## src/rtl/paddle_pos_ctrl_if.sv

```systemverilog
// Paddle control bus: frame tick and button levels in, position and flags out.
interface paddle_pos_ctrl_if;
  logic       frame_tick;
  logic       btn_up;
  logic       btn_down;
  logic [9:0] loc;
  logic       moving;
  logic       at_min;
  logic       at_max;

  modport master (
    output frame_tick, btn_up, btn_down,
    input  loc, moving, at_min, at_max
  );

  modport slave (
    input  frame_tick, btn_up, btn_down,
    output loc, moving, at_min, at_max
  );
endinterface

```

## src/rtl/paddle_pos_ctrl.sv

```systemverilog
// Paddle position controller. Commits one rest/up/down step decision per
// frame_tick, with press-pause-repeat behaviour while a button is held.
// Optional feature macro: POS_WRAP_EN (wrap at the ends instead of clamping).
module paddle_pos_ctrl #(
  parameter int INIT_POS     = 240,
  parameter int MIN_POS      = 0,
  parameter int MAX_POS      = 400,
  parameter int STEP         = 1,
  parameter int REPEAT_DELAY = 8
) (
  input  logic              clk,
  input  logic              rst_n,
  paddle_pos_ctrl_if.slave  bus
);

  localparam logic [9:0]         LOC_INIT  = 10'(INIT_POS);
  localparam logic [9:0]         LOC_MIN   = 10'(MIN_POS);
  localparam logic [9:0]         LOC_MAX   = 10'(MAX_POS);
  localparam logic signed [10:0] STEP_S    = 11'(STEP);
  localparam logic signed [10:0] MIN_S     = 11'(MIN_POS);
  localparam logic signed [10:0] MAX_S     = 11'(MAX_POS);
  localparam logic [7:0]         HOLD_LAST = 8'(REPEAT_DELAY - 1);

  typedef enum logic [1:0] {
    S_IDLE,
    S_DELAY,
    S_REPEAT
  } state_t;

  state_t     state, state_nxt;
  logic       dir_dn, dir_dn_nxt;
  logic [7:0] hold_cnt, hold_nxt;
  logic [9:0] loc_q, loc_nxt;
  logic       moving_q;
  logic       mv_up, mv_dn;
  logic       req_up, req_dn, req_any, req_same;

  // Upward step with end-of-travel handling; carry is visible in the 11-bit sum.
  function automatic logic [9:0] step_up(input logic [9:0] cur);
    logic signed [10:0] sum;
    logic signed [10:0] res;
    sum = $signed({1'b0, cur}) + STEP_S;
    res = sum;
    if (sum > MAX_S) begin
`ifdef POS_WRAP_EN
      res = MIN_S + (sum - MAX_S - 11'sd1);
`else
      res = MAX_S;
`endif
    end
    return res[9:0];
  endfunction

  // Downward step with end-of-travel handling; borrow shows as a negative difference.
  function automatic logic [9:0] step_dn(input logic [9:0] cur);
    logic signed [10:0] diff;
    logic signed [10:0] res;
    diff = $signed({1'b0, cur}) - STEP_S;
    res  = diff;
    if (diff < MIN_S) begin
`ifdef POS_WRAP_EN
      res = MAX_S - (MIN_S - diff - 11'sd1);
`else
      res = MIN_S;
`endif
    end
    return res[9:0];
  endfunction

  // Pressing both buttons counts as no request.
  assign req_up   = bus.btn_up & ~bus.btn_down;
  assign req_dn   = bus.btn_down & ~bus.btn_up;
  assign req_any  = req_up | req_dn;
  assign req_same = (req_up & ~dir_dn) | (req_dn & dir_dn);

  // Next-state and move decision; only a frame_tick cycle may change anything.
  always_comb begin
    state_nxt  = state;
    dir_dn_nxt = dir_dn;
    hold_nxt   = hold_cnt;
    mv_up      = 1'b0;
    mv_dn      = 1'b0;
    if (bus.frame_tick) begin
      case (state)
        S_IDLE: begin
          if (req_any) begin
            mv_up      = req_up;
            mv_dn      = req_dn;
            dir_dn_nxt = req_dn;
            hold_nxt   = 8'd0;
            state_nxt  = S_DELAY;
          end
        end
        S_DELAY: begin
          if (!req_any) begin
            hold_nxt  = 8'd0;
            state_nxt = S_IDLE;
          end else if (req_same) begin
            hold_nxt = hold_cnt + 8'd1;
            if (hold_cnt == HOLD_LAST) state_nxt = S_REPEAT;
          end else begin
            mv_up      = req_up;
            mv_dn      = req_dn;
            dir_dn_nxt = req_dn;
            hold_nxt   = 8'd0;
          end
        end
        S_REPEAT: begin
          if (!req_any) begin
            hold_nxt  = 8'd0;
            state_nxt = S_IDLE;
          end else if (req_same) begin
            mv_up = req_up;
            mv_dn = req_dn;
          end else begin
            mv_up      = req_up;
            mv_dn      = req_dn;
            dir_dn_nxt = req_dn;
            hold_nxt   = 8'd0;
            state_nxt  = S_DELAY;
          end
        end
        default: begin
          hold_nxt  = 8'd0;
          state_nxt = S_IDLE;
        end
      endcase
    end
  end

  // Next position selected from rest / up / down.
  assign loc_nxt = mv_up ? step_up(loc_q) :
                   mv_dn ? step_dn(loc_q) : loc_q;

  // State, position and moving flag registers; position and flag commit on frame_tick only.
  always_ff @(posedge clk or negedge rst_n) begin
    if (!rst_n) begin
      state    <= S_IDLE;
      dir_dn   <= 1'b0;
      hold_cnt <= 8'd0;
      loc_q    <= LOC_INIT;
      moving_q <= 1'b0;
    end else begin
      state    <= state_nxt;
      dir_dn   <= dir_dn_nxt;
      hold_cnt <= hold_nxt;
      if (bus.frame_tick) begin
        loc_q    <= loc_nxt;
        moving_q <= (loc_nxt != loc_q);
      end
    end
  end

  assign bus.loc    = loc_q;
  assign bus.moving = moving_q;
  assign bus.at_min = (loc_q == LOC_MIN);
  assign bus.at_max = (loc_q == LOC_MAX);

endmodule
```

## src/flat_wrapper.sv

```systemverilog
// flat-port wrapper written by rule: the top's interface ports become plain ports
module paddle_pos_ctrl_flat 
#(
  parameter int INIT_POS     = 240,
  parameter int MIN_POS      = 0,
  parameter int MAX_POS      = 400,
  parameter int STEP         = 1,
  parameter int REPEAT_DELAY = 8
)
  (clk, rst_n, bus_frame_tick, bus_btn_up, bus_btn_down, bus_loc, bus_moving, bus_at_min, bus_at_max);
  paddle_pos_ctrl_if bus_i ();
  input  logic clk;
  input  logic rst_n;
  input wire logic [$bits(bus_i.frame_tick)-1:0] bus_frame_tick;
  input wire logic [$bits(bus_i.btn_up)-1:0] bus_btn_up;
  input wire logic [$bits(bus_i.btn_down)-1:0] bus_btn_down;
  output wire logic [$bits(bus_i.loc)-1:0] bus_loc;
  output wire logic [$bits(bus_i.moving)-1:0] bus_moving;
  output wire logic [$bits(bus_i.at_min)-1:0] bus_at_min;
  output wire logic [$bits(bus_i.at_max)-1:0] bus_at_max;
  assign bus_i.frame_tick = bus_frame_tick;
  assign bus_i.btn_up = bus_btn_up;
  assign bus_i.btn_down = bus_btn_down;
  assign bus_loc = bus_i.loc;
  assign bus_moving = bus_i.moving;
  assign bus_at_min = bus_i.at_min;
  assign bus_at_max = bus_i.at_max;
  paddle_pos_ctrl #(.INIT_POS(INIT_POS), .MIN_POS(MIN_POS), .MAX_POS(MAX_POS), .STEP(STEP), .REPEAT_DELAY(REPEAT_DELAY)) u_core (.clk(clk), .rst_n(rst_n), .bus(bus_i));
endmodule
```

## config.mk

```make
export PLATFORM = sky130hd
export DESIGN_NAME = paddle_pos_ctrl_flat
export DESIGN_NICKNAME = d
export VERILOG_FILES = /design/src/rtl/paddle_pos_ctrl_if.sv /design/src/rtl/paddle_pos_ctrl.sv /design/src/flat_wrapper.sv
export SDC_FILE = /design/constraint.sdc
export NUM_CORES = 1
export LEC_CHECK = 0
export BUFFER_PORTS_ARGS = -buffer_cell sky130_fd_sc_hd__clkbuf_2
export CORE_MARGIN = 4
export CORE_UTILIZATION = 32
export CTS_CLUSTER_DIAMETER = 60
export DETAILED_ROUTE_END_ITERATION = 6
export MAX_ROUTING_LAYER = met4
export PLACE_DENSITY = 0.46
export SETUP_SLACK_MARGIN = 0.15
export SLEW_MARGIN = 15
export SYNTH_ARGS = -nofsm -noshare
export SYNTH_HDL_FRONTEND = slang
export SYNTH_SLANG_ARGS = --single-unit
```

## constraint.sdc

```tcl
create_clock -name clk -period 6.2 [get_ports clk]
set_clock_uncertainty 0.2 [all_clocks]
set_input_delay 0.31 -clock clk [delete_from_list [all_inputs] [get_ports clk]]
set_output_delay 0.31 -clock clk [all_outputs]
set_load 0.05 [all_outputs]
```

Yosys cells after proc, flatten, opt, wreduce, memory -nomap -nowiden
Cells that the tools add are included.

word-level totals
  input bits = 5
  bits in registers = 22
  output and inout port bits = 13

cells by class
  $add $sub $neg = 3
  mux-type cells = 31
  order comparisons = 2
  bitwise gates (word level) = 9
  reduce and logical (&&, ||, !) cells = 8
  equality and inequality tests = 11

operators by type and width
  cell                     number
  $mux W10                 4
  $mux W8                  5
  $pmux W8 S3              1
  $mux W2                  6
  $add A10 B1 Y11 const B  1
  $gt A11 B10 Y1 const B   1
  $lt A11 B1 Y1 const B    1
  $mux W1                  11
  $sub A10 B1 Y11 const B  1
  $eq A10 B9 Y1 const B    1
  $logic_not A10 Y1        1
  $ne A10 B10 Y1           1
  $reduce_and A5 Y1        2
  $ne A3 B3 Y1 const B     3
  $add A8 B1 Y8 const B    1
  $eq A8 B3 Y1 const B     1
  $pmux W1 S2              3
  $pmux W2 S3              1
  $and A1 B1 Y1            4
  $ne A2 B1 Y1 const B     2
  $reduce_or A2 Y1         2
  $not A1 Y1               3
  $reduce_and A3 Y1        1
  $eq A2 B1 Y1 const B     1
  5 further kinds          6

Depth between registers and ports, before layout
Gate-level depths: netlist of the first run.

  word-level depth = 11
  depth in mapped cells = 12
  mapped depth without buffers = 10

Least setup slack after synthesis of the first run
OpenSTA, ideal clock, no wires.

  kind = register to output
  from = register u_core.loc_q[2], in the netlist u_core.bus.loc[2]
  to = output port bus_at_max
  cell stages (with the launch flop) = 4
  required time = 5.690 ns
  buffers on the path = 1
  setup slack = 2.982 ns
  arrival = 2.708 ns
  path through = dfrtp_1 > clkbuf_1 > or2_2 > nor4_1

between the ends
  cells in the longest elaborated chain, start to end = 1

ends and longest elaborated chain
  what                    line                    source
  from (decl)             paddle_pos_ctrl.sv:33   logic [9:0] loc_q, loc_nxt;
  from (signal assigned)  paddle_pos_ctrl.sv:148  loc_q <= loc_nxt;
  $eq A10 B9 Y1           paddle_pos_ctrl.sv:157  assign bus.at_max = (loc_q == LOC_MAX);
  to (decl)               flat_wrapper.sv:20      output wire logic [$bits(bus_i.at_max)-1:0] bus_at_max;

Every way passes these cells.

Final worst setup path of the first run
  from = register u_core.state[0]
  to = register u_core.moving_q, in the netlist u_core.bus.moving

between the ends
  cells in the longest elaborated chain, start to end = 7

ends and longest elaborated chain
  what                                                     line                    source
  from (decl)                                              paddle_pos_ctrl.sv:30   state_t state, state_nxt;
  from (signal assigned)                                   paddle_pos_ctrl.sv:144  state <= state_nxt;
  $eq A2 B2 Y1 / $logic_not A2 Y1 (equally long branches)  paddle_pos_ctrl.sv:84   case (state)
  $reduce_or A2 Y1 (no line)                               --
  $pmux W1 S2                                              paddle_pos_ctrl.sv:84
  $mux W1                                                  paddle_pos_ctrl.sv:83   if (bus.frame_tick) begin
  $mux W10                                                 paddle_pos_ctrl.sv:133  mv_dn ? step_dn(loc_q) : loc_q;
  $mux W10 *                                               paddle_pos_ctrl.sv:132  assign loc_nxt = mv_up ? step_up(loc_q) :
  $ne A10 B10 Y1 *                                         paddle_pos_ctrl.sv:149  moving_q <= (loc_nxt != loc_q);
  to (signal assigned)                                     paddle_pos_ctrl.sv:149
  to (decl)                                                paddle_pos_ctrl.sv:34   logic moving_q;

Every way passes the cells marked *; elsewhere a longest branch is shown, timed or not.
A chain may end at the register's enable or synchronous reset.

==> results.tsv, run 1 <==
stage	metric	value	unit
logic_synthesis	yosys_warnings	0	
cells_and_area	final_layout_size_suffix_gt1_frac	0.1377	
timing	min_period	3.120	ns
global_routing	grt_overflow	0	
timing	period_share	0.5033	
place	globalplace.congestion	0.9062	
worst_setup_path	path_class	flop to flop	
global_routing	grt_antenna_before_repair	0	
logic_synthesis	syn_nets	254	
clock_tree	cts_setup_buffers	0	
floorplan	io_pins	18	
timing	layout_setup_ws	3.080	ns
timing	fin_setup_tns	0	ns
logic_synthesis	synth.avg_cell_area	8.052	µm²
clock_tree	clock-sinks	22	
worst_setup_path	r2r_slack	3.08	ns
timing	max_slew_margin	0.5777	
routing	wl_per_cell	16.53	µm
timing	rsz0062_at_grt	no	
pwr	p_leak	0.0008508	µW
global_routing	grt_util_met1	0.2233	
global_routing	busiest_layer	met1	
logic_synthesis	synth_async_sr_flop_share	1.000	
clock_tree	cts_tree	yes	
job	maxCapViolCount	0	
cells_and_area	nets	263	
logic_synthesis	synth-edff-count	0	
floorplan	start_util	0.3391	
timing	whs	0.1888	ns
worst_hold_path	hold_path.class	primary input to flop	
timing	worst_slew_pin_slew	0.6297	ns
pwr	powerDensity	442.1	nW/µm²
routing	routed_wl	5274	µm
clock_tree	cts_root_buffer	clkbuf_8	
worst_setup_path	worstPathMaxFanout	10	
logic_synthesis	ys_seq_elements	22	
clock_tree	cts_made_buffers	3	
timing	fmax	0.3205	GHz
clock_tree	clockBufferDepth	2	
global_routing	grt_pass1_wl	8790	µm
logic_synthesis	yosys-top-cells-area	dfrtp_1 (23%), ha_1 (6.5%), dfstp_2 (5.5%)	
routing	dr.pass1.iters	5	
floorplan	rows	27	
clock_tree	path_clk_slew	0.09	ns
routing	vias_per_cell	5.799	
global_routing	grt_use_met3	0.02209	
clock_tree	h-tree-depth	1	
floorplan	fp.coreArea	5675	µm²
clock_tree	clock_latency	0.27	ns
place	place_inst	314	
floorplan	dieArea	7318	µm²
logic_synthesis	ys_types	56	
cells_and_area	area_delta_synth_final	9.623	%
logic_synthesis	synth_top_area_share	0.2341	
logic_synthesis	ys.flop_type	dfrtp_1	
logic_synthesis	netlist_instances	239	
place	place_hpwl	3910	µm
clock_tree	cts-hold-fix-buffers	1	
worst_setup_path	arrival	3.06	ns
worst_setup_path	end_kind	flop	
logic_synthesis	seq_area_frac_synth	0.2887	
place	pre_cts_ws	2.899	ns
routing	dr.first_iter.drc_count	337	
worst_setup_path	worstPathRequired	6.14	ns
cells_and_area	final_cell_count_no_fill	319	
cells_and_area	num_antenna_cells	0	
run_status	outcome	finished clean	
logic_synthesis	yosysMostFrequentCell	nand2_1	
timing	finalMaxSlewViolations	0	
global_routing	track_usage	0.1514	
global_routing	grt_pass1_vias	1698	
logic_synthesis	netlist_top_cells_count	nand2_1 (28), o21ai_0 (21), dfrtp_1 (18), a21oi_1 (14), nor2_1 (14)	
place	port_buffers	17	
floorplan	die_w	85.55	µm
logic_synthesis	netlist_area	1924	µm²
timing	setup_viol	0	
routing	drtAntennaViolNets	0	
routing	drc	0	
global_routing	grt_max_degree	23	
timing	hold_viol	0	
clock_tree	post_cts_resized	0	
floorplan	die_y	85.55	µm
global_routing	grtUsageMet2	0.2147	
logic_synthesis	yosysTopAreaCell	dfrtp_1	
routing	vias	1850	
pwr	ir_drop	0.1495	mV
worst_setup_path	startpoint_type	flop	
[stage by stage]
| stage | util | total power [µW] | cell area, µm² |
|---|---|---|---|
| final | 0.3717 | 932.6 | 2110 |
| after global routing | 0.3717 | 998.0 | 2110 |
| after CTS | 0.3717 | 933.7 | 2110 |
| after detailed placement | 0.3574 | 788.1 | 2028 |
| after global placement | 0.3574 | 807.6 | 2028 |
| after floorplan | - | 683.1 | 1924 |
[layout by cell type, fill, tap and decap left out, types with 6 or more instances in the layout]
master	instances
nand2_1	28
o21ai_0	21
dfrtp_1	18
clkbuf_2	17
a21oi_1	14
nor2_1	14
nand3_1	12
inv_1	11
ha_1	10
nor2b_1	7
and3_1	6
o31ai_1	6
[worst paths after layout]
path	from	to	cells after the start
worst max-delay path	u_core.state[0]$_DFFE_PN0P_	u_core.bus.moving$_DFFE_PN0P_	9
worst min-delay path	bus_frame_tick	u_core.bus.moving$_DFFE_PN0P_	3
worst max register to register	u_core.state[0]$_DFFE_PN0P_	u_core.bus.moving$_DFFE_PN0P_	9
worst min register to register	u_core.hold_cnt[7]$_DFFE_PN0P_	u_core.hold_cnt[7]$_DFFE_PN0P_	1
max in group asynchronous	rst_n	u_core.hold_cnt[3]$_DFFE_PN0P_	2
min in group asynchronous	rst_n	u_core.hold_cnt[2]$_DFFE_PN0P_	2
[critical path: stages (launching register included)]
cell and delay (ns):
dfrtp_1 0.41, ha_1 0.23, or3b_1 0.44, a211oi_1 0.57, o21a_1 0.51, o21ai_0 0.13, nand2_1 0.08, nand3_1 0.08
nor3_1 0.20, a41oi_1 0.13
[cell families after synthesis]
family / Yosys count / synth area share
AND/OR/NAND/NOR: 94 / 0.2562
AO/OA/AOI/OAI: 79 / 0.2874
buffers and inverters: 25 / 0.05851
flip-flops: 22 / 0.2887
adder cells (fa/ha/maj): 10 / 0.06502
XOR/XNOR: 5 / 0.02276
multiplexers: 4 / 0.02146
[report_power, final]
part	total [µW]	switching (µW)	internal [µW]
registers	311	114	197
logic	482	335	147
clock network	139	53.0	86.3
[state kept, by name, summed over array words and instances, names as in the netlist]
name	flops
u_core.hold_cnt	8
u_core.dir_dn	1
u_core.bus.moving	1
u_core.bus.loc	10
u_core.state	2
[metal layers]
| layer | wire length (µm) | share of wire |
|---|---|---|
| met5 | 0 | 0 |
| met4 | 55 | 0.010 |
| met3 | 316 | 0.060 |
| met2 | 2274 | 0.43 |
| met1 | 2626 | 0.50 |
[area by class of cell]
class | count | area (µm²)
timing repair buffer | 18 | 95.09
clock inverter | 1 | 30.03
inverter | 11 | 41.29
clock buffer | 3 | 41.29
tap | 72 | 90.09
multi-input combinational | 192 | 1256
sequential | 22 | 555.5
fill | 596 | 3566
No activity file was read; power rests on OpenSTA's default activity.
==> inputs of run 2 (changes only) <==
==> constraint.sdc (replaced) <==
create_clock -name clk -period 3.09 [get_ports clk]
set_clock_uncertainty 0.2 [all_clocks]
set_input_delay 0.1545 -clock clk [delete_from_list [all_inputs] [get_ports clk]]
set_output_delay 0.1545 -clock clk [all_outputs]
set_load 0.05 [all_outputs]
==> results.tsv, run 2 (synthesis gave the netlist of run 1 again) <==
stage	metric	value	unit	change
pwr	p_leak	0.0009584	µW	was 0.0008508 µW
worst_setup_path	worstPathRequired	3.03	ns	was 6.14 ns
pwr	clockPowerShare	0.136		was 0.149
timing	rsz0062_at_grt	yes		was no
cells_and_area	nets	284		was 263
worst_hold_path	hold_path.class	primary input to flop		unchanged
clock_tree	cts_tree	yes		unchanged
worst_setup_path	path_class	flop to flop		unchanged
worst_setup_path	critPathMaxStageDelay	0.46	ns	was 0.57 ns
worst_setup_path	end_kind	flop		unchanged
cells_and_area	num_antenna_cells	0		unchanged
floorplan	rows	27		unchanged
clock_tree	path_clk_slew	0.09	ns	about the same
pwr	p_int	964.4	µW	was 431.0 µW
worst_setup_path	startpoint_type	flop		unchanged
job	maxCapViolCount	0		unchanged
global_routing	track_usage	0.1609		was 0.1514
timing	worst_slew_pin_slew	0.6096	ns	was 0.6297 ns
worst_setup_path	reg2reg_depth	9		unchanged
timing	min_period	2.830	ns	was 3.120 ns
place	port_buffers	17		unchanged
clock_tree	clockBufferDepth	2		unchanged
routing	vias_per_cell	5.662		was 5.799
place	globalplace.congestion	0.9632		was 0.9062
worst_hold_path	hp-start	bus_frame_tick		unchanged
global_routing	grt_pass1_wl	9156	µm	was 8790 µm
clock_tree	cts_root_buffer	clkbuf_8		unchanged
floorplan	dieArea	7318	µm²	unchanged
cells_and_area	largest_reg_flops	10		unchanged
routing	vias	1925		was 1850
clock_tree	h-tree-depth	1		unchanged
routing	wl_per_cell	16.39	µm	was 16.53 µm
timing	hold_viol	0		unchanged
floorplan	io_pins	18		unchanged
worst_setup_path	crit_chain	ha_1 -> or3b_1 -> a211o_4 -> nor4_4 -> xnor2_1 -> o32ai_4 -> xor2_1 -> nor3_1 -> a41oi_1		was ha_1 -> or3b_1 -> a211oi_1 -> o21a_1 -> o21ai_0 -> nand2_1 -> nand3_1 -> nor3_1 -> a41oi_1
routing	routed_wl	5574	µm	was 5274 µm
routing	drc	0		unchanged
global_routing	grt_antenna_before_repair	0		unchanged
cells_and_area	mostFrequentLayoutCells	nand2_1 (28), o21ai_0 (21), buf_4 (21)		was nand2_1 (28), o21ai_0 (21), dfrtp_1 (18)
pwr	seqPwrFrac	0.244		was 0.334
place	dpl-instance-area	2192	µm²	was 2028 µm²
timing	setup_viol	0		unchanged
routing	dr.first_iter.drc_count	163		was 337
global_routing	grt_max_degree	23		unchanged
cells_and_area	final_common_cell	nand2_1		unchanged
floorplan	start_util	0.3391		unchanged
pwr	ir_drop	0.5755	mV	was 0.1495 mV
worst_setup_path	r2r_slack	0.26	ns	was 3.08 ns
clock_tree	clock-sinks	22		unchanged
worst_setup_path	rr_endpoint	u_core.bus.moving$_DFFE_PN0P_		unchanged
global_routing	grt_overflow	0		unchanged
timing	fin_setup_tns	0	ns	unchanged
routing	dr.pass1.iters	4		was 5
place	pre_cts_ws	0.2996	ns	was 2.899 ns
timing	finalMaxSlewViolations	0		unchanged
pwr	power.switching	1049	µW	was 501.6 µW
clock_tree	cts_made_buffers	3		unchanged
clock_tree	cts_setup_buffers	0		unchanged
place	place_hpwl	4312	µm	was 3910 µm
cells_and_area	finalInstanceArea	2295	µm²	was 2110 µm²
timing	layout_setup_ws	0.2595	ns	was 3.080 ns
timing	max_slew_margin	0.5936		was 0.5777
pwr	switching_share	0.5210		was 0.5378
worst_hold_path	whs_endpoint	u_core.bus.moving$_DFFE_PN0P_		unchanged
pwr	powerDensity	877.4	nW/µm²	was 442.1 nW/µm²
pwr	p_comb_frac	0.620		was 0.517
clock_tree	clock_latency	0.26	ns	was 0.27 ns
floorplan	die_y	85.55	µm	unchanged
floorplan	die_w	85.55	µm	unchanged
timing	period_share	0.9160		was 0.5033
cells_and_area	area_delta_synth_final	19.25	%	was 9.623%
worst_setup_path	worstPathMaxFanout	5		was 10
worst_setup_path	arrival	2.77	ns	was 3.06 ns
cells_and_area	final_layout_size_suffix_gt1_frac	0.2239		was 0.1377
routing	drtAntennaViolNets	0		unchanged
global_routing	grt_pass1_vias	1784		was 1698
worst_hold_path	min_path_cells	3		unchanged
floorplan	fp.coreArea	5675	µm²	unchanged
timing	fmax	0.3533	GHz	was 0.3205 GHz
worst_setup_path	crit_slowest_cell	or3b_1		was a211oi_1
worst_setup_path	r2r_start	u_core.state[0]$_DFFE_PN0P_		unchanged
run_status	outcome	finished clean		unchanged
==> run 2: changes by cell type in the layout (fill, tap and decap cells not counted), sizes merged <==
cell and delta:
buf +21
==> run 2: worst max-delay path by stage <==
stage	startpoint	to	depth (start not counted)
after floorplan	u_core.bus.loc[5]$_DFFE_PN1P_	u_core.bus.moving$_DFFE_PN0P_	9
after global placement	u_core.bus.loc[0]$_DFFE_PN0P_	u_core.bus.moving$_DFFE_PN0P_	10
after detailed placement	u_core.bus.loc[0]$_DFFE_PN0P_	u_core.bus.moving$_DFFE_PN0P_	10
after CTS	u_core.state[0]$_DFFE_PN0P_	u_core.bus.moving$_DFFE_PN0P_	9
after global routing	u_core.state[0]$_DFFE_PN0P_	u_core.bus.moving$_DFFE_PN0P_	9
final	u_core.state[0]$_DFFE_PN0P_	u_core.bus.moving$_DFFE_PN0P_	9
==> run 2: worst max-delay path, delay by kind of cell, from the launching register on <==
family / cells / cell delay, ns
compound gates: 3 / 0.66
fa+ha+maj: 1 / 0.23
simple gates: 3 / 0.86
flops: 1 / 0.40
xor+xnor: 2 / 0.36
==> run 2: routing by layer <==
| metal | share of wire | GRT usage | wire length [µm] |
|---|---|---|---|
| met1 | 0.51 | 0.2478 | 2853 |
| met5 | 0 | - | 0 |
| met4 | 0.010 | 0.04317 | 57 |
| met3 | 0.070 | 0.02017 | 391 |
| met2 | 0.41 | 0.2175 | 2271 |
==> run 2: repair_timing <==
| action | 4_1_cts | 5_1_grt |
|---|---|---|
| setup endpoints to repair | 0 | 2 |
| hold buffers | 1 | 0 |
| endpoints found under the hold margin | 18 | 0 |
| resized for setup | 0 | 4 |
==> run 2: layout make-up <==
cell class,instances,area (µm²)
Fill cell,603,3381
Multi-Input combinational cell,192,1284
Sequential cell,22,555.5
Timing Repair Buffer,39,252.7
Tap cell,72,90.09
Clock buffer,3,41.29
Inverter,11,41.29
Clock inverter,1,30.03
==> run 2: through the flow <==
| step | utilization | hold slack, ns | total power, µW | std cells |
|---|---|---|---|---|
| 5_1_grt | 0.4043 | 0.04789 | 2162 | 340 |
| 3_3_place_gp | 0.3862 | -0.005629 | 1752 | 335 |
| 6_report | 0.4043 | 0.02778 | 2013 | 340 |
| 3_5_place_dp | 0.3862 | -0.0003384 | 1726 | 335 |
| 4_1_cts | 0.4006 | 0.02901 | 2014 | 340 |
| 2_1_floorplan | - | -0.3411 | 1376 | 239 |
==> run 2: power groups by stage <==
| stage | Clock, µW | Sequential [µW] | Combinational (µW) |
|---|---|---|---|
| after floorplan | 0 | 722 | 654 |
| after global placement | 0 | 500 | 1250 |
| after detailed placement | 0 | 497 | 1230 |
| after CTS | 285 | 491 | 1240 |
| after global routing | 297 | 504 | 1360 |
| final | 274 | 491 | 1250 |
==> inputs of run 3 (changes only) <==
==> constraint.sdc (replaced) <==
create_clock -name clk -period 3.45 [get_ports clk]
set_clock_uncertainty 0.2 [all_clocks]
set_input_delay 0.1725 -clock clk [delete_from_list [all_inputs] [get_ports clk]]
set_output_delay 0.1725 -clock clk [all_outputs]
set_load 0.05 [all_outputs]
==> results.tsv, run 3 (synthesis gave the netlist of run 1 again) <==
stage	metric	value	unit	change
cells_and_area	largest_reg_flops	10		unchanged
routing	drc	0		unchanged
timing	min_period	2.909	ns	was 2.830 ns
cells_and_area	fillers	612		was 603
worst_setup_path	crit_chain	ha_1 -> or3b_1 -> a211oi_1 -> o21a_1 -> o21ai_0 -> nand2_1 -> nand3_1 -> nor3_1 -> a41oi_1		was ha_1 -> or3b_1 -> a211o_4 -> nor4_4 -> xnor2_1 -> o32ai_4 -> xor2_1 -> nor3_1 -> a41oi_1
worst_setup_path	arrival	2.84	ns	was 2.77 ns
worst_setup_path	worstPathRequired	3.38	ns	was 3.03 ns
floorplan	io_pins	18		unchanged
clock_tree	post_cts_resized	0		unchanged
routing	wl_per_cell	15.99	µm	was 16.39 µm
cells_and_area	num_antenna_cells	0		unchanged
timing	rsz0062_at_grt	no		was yes
cells_and_area	nets	269		was 284
clock_tree	cts_tree	yes		unchanged
routing	drtAntennaViolNets	0		unchanged
floorplan	die_y	85.55	µm	unchanged
timing	fin_setup_tns	0	ns	unchanged
routing	vias_per_cell	5.680		was 5.662
clock_tree	clockBufferDepth	2		unchanged
global_routing	grt_pass1_vias	1829		was 1784
place	place_hpwl	3977	µm	was 4312 µm
worst_setup_path	end_kind	flop		unchanged
cells_and_area	register_area	555.5	µm²	unchanged
cells_and_area	multi_input_area	1256	µm²	was 1284 µm²
floorplan	die_w	85.55	µm	unchanged
global_routing	grt_antenna_before_repair	0		unchanged
place	dpl-instance-area	2073	µm²	was 2192 µm²
cells_and_area	mostFrequentLayoutCells	nand2_1 (28), o21ai_0 (21), dfrtp_1 (18)		was nand2_1 (28), o21ai_0 (21), buf_4 (21)
timing	max_slew_margin	0.5848		was 0.5936
worst_setup_path	path_class	flop to flop		unchanged
routing	vias	1846		was 1925
worst_hold_path	min_path_cells	3		unchanged
worst_setup_path	r2r_start	u_core.state[0]$_DFFE_PN0P_		unchanged
global_routing	grt_max_degree	23		unchanged
routing	dr.first_iter.drc_count	217		was 163
timing	fmax	0.3438	GHz	was 0.3533 GHz
floorplan	start_util	0.3391		unchanged
clock_tree	clock-sinks	22		unchanged
timing	period_share	0.8432		was 0.9160
cells_and_area	finalInstanceArea	2155	µm²	was 2295 µm²
floorplan	dieArea	7318	µm²	unchanged
place	port_buffers	17		unchanged
timing	finalMaxSlewViolations	0		unchanged
job	maxCapViolCount	0		unchanged
floorplan	rows	27		unchanged
worst_setup_path	rr_endpoint	u_core.bus.moving$_DFFE_PN0P_		unchanged
timing	setup_viol	0		unchanged
pwr	p_leak	0.0008792	µW	was 0.0009584 µW
worst_setup_path	r2r_slack	0.54	ns	was 0.26 ns
worst_hold_path	whs_endpoint	u_core.bus.moving$_DFFE_PN0P_		unchanged
worst_setup_path	reg2reg_depth	9		unchanged
pwr	ir_drop	0.2738	mV	was 0.5755 mV
worst_setup_path	worstPathMaxFanout	10		was 5
timing	hold_viol	0		unchanged
cells_and_area	final_common_cell	nand2_1		unchanged
pwr	powerDensity	793.6	nW/µm²	was 877.4 nW/µm²
floorplan	fp.coreArea	5675	µm²	unchanged
clock_tree	clock_latency	0.27	ns	was 0.26 ns
global_routing	grt_pass1_wl	9080	µm	was 9156 µm
routing	routed_wl	5197	µm	was 5574 µm
clock_tree	h-tree-depth	1		unchanged
timing	worst_slew_pin_slew	0.6171	ns	was 0.6096 ns
run_status	outcome	finished clean		unchanged
clock_tree	cts_made_buffers	3		unchanged
global_routing	track_usage	0.1552		was 0.1609
clock_tree	path_clk_slew	0.09	ns	about the same
global_routing	grt_overflow	0		unchanged
worst_setup_path	startpoint_type	flop		unchanged
worst_hold_path	hp-start	bus_frame_tick		unchanged
place	globalplace.congestion	0.8511		was 0.9632
cells_and_area	final_layout_size_suffix_gt1_frac	0.1581		was 0.2239
clock_tree	cts_setup_buffers	0		unchanged
worst_setup_path	crit_slowest_cell	or3b_1		unchanged
worst_hold_path	hold_path.class	primary input to flop		unchanged
clock_tree	cts_root_buffer	clkbuf_8		unchanged
routing	dr.pass1.iters	4		unchanged
cells_and_area	area_delta_synth_final	11.96	%	was 19.25%
worst_setup_path	critPathMaxStageDelay	0.45	ns	was 0.46 ns
==> run 3: cell count changes in the layout (fill, tap and decap cells not counted), sizes merged <==
cell | previous run | this run
buf | 21 | 6
==> run 3: cell type report <==
| class | count | area share |
|---|---|---|
| Multi-Input combinational cell | 192 | 0.5830 |
| Sequential cell | 22 | 0.2578 |
| Inverter | 11 | 0.01916 |
| Timing Repair Buffer | 24 | 0.06504 |
| Clock buffer | 3 | 0.01916 |
| Tap cell | 72 | 0.04181 |
| Clock inverter | 1 | 0.01394 |
==> run 3: how the worst max path moves through the flow <==
stage / endpoint / start / depth (start not counted)
2_1_floorplan: bus_at_max / u_core.bus.loc[2]$_DFFE_PN0P_ / 3
3_3_place_gp: u_core.bus.moving$_DFFE_PN0P_ / bus_btn_down / 11
3_5_place_dp: u_core.bus.moving$_DFFE_PN0P_ / bus_btn_down / 11
4_1_cts: u_core.bus.moving$_DFFE_PN0P_ / u_core.state[0]$_DFFE_PN0P_ / 9
5_1_grt: u_core.bus.moving$_DFFE_PN0P_ / u_core.state[0]$_DFFE_PN0P_ / 9
6_report: u_core.bus.moving$_DFFE_PN0P_ / u_core.state[0]$_DFFE_PN0P_ / 9
==> run 3: layer usage <==
layer | global-route usage | wire length, µm | vias to the layer above
met1 | 0.2182 | 2583 | 871
met2 | 0.2366 | 2281 | 57
li1 | - | - | 909
met3 | 0.01633 | 244 | 9
met5 | - | 0 | -
met4 | 0.04173 | 87 | 0
==> run 3: stage by stage <==
step           hold WS [ns]  cells    util  power (µW)  setup slack (ns)
3_5_place_dp        0.01522    320  0.3653        1462            0.5185
2_1_floorplan       -0.3231    239       -        1228            0.3699
5_1_grt             0.07928    325  0.3796        1840            0.2501
3_3_place_gp        0.02620    320  0.3653        1480            0.5120
4_1_cts             0.05694    325  0.3796        1719            0.5207
6_report            0.04728    325  0.3796        1710            0.5411
==> run 3: critical path, delay by kind of cell (launching register included) <==
kind / cells / cell delay [ns]
simple gates: 4 / 0.79
flops: 1 / 0.40
compound gates: 4 / 1.15
fa+ha+maj: 1 / 0.23
==> run 3: repair_timing <==
item                                   4_1_cts  5_1_grt
hold buffers                                 1        0
endpoints found under the hold margin       18        0
setup endpoints to repair                    0        0
==> run 3: where the power goes <==
| part | leakage [µW] | switching, µW | total (µW) | internal, µW |
|---|---|---|---|---|
| sequential | 0.000276 | 144 | 498 | 354 |
| clock | 0.0000357 | 94.5 | 250 | 155 |
| combinational | 0.000568 | 664 | 962 | 298 |
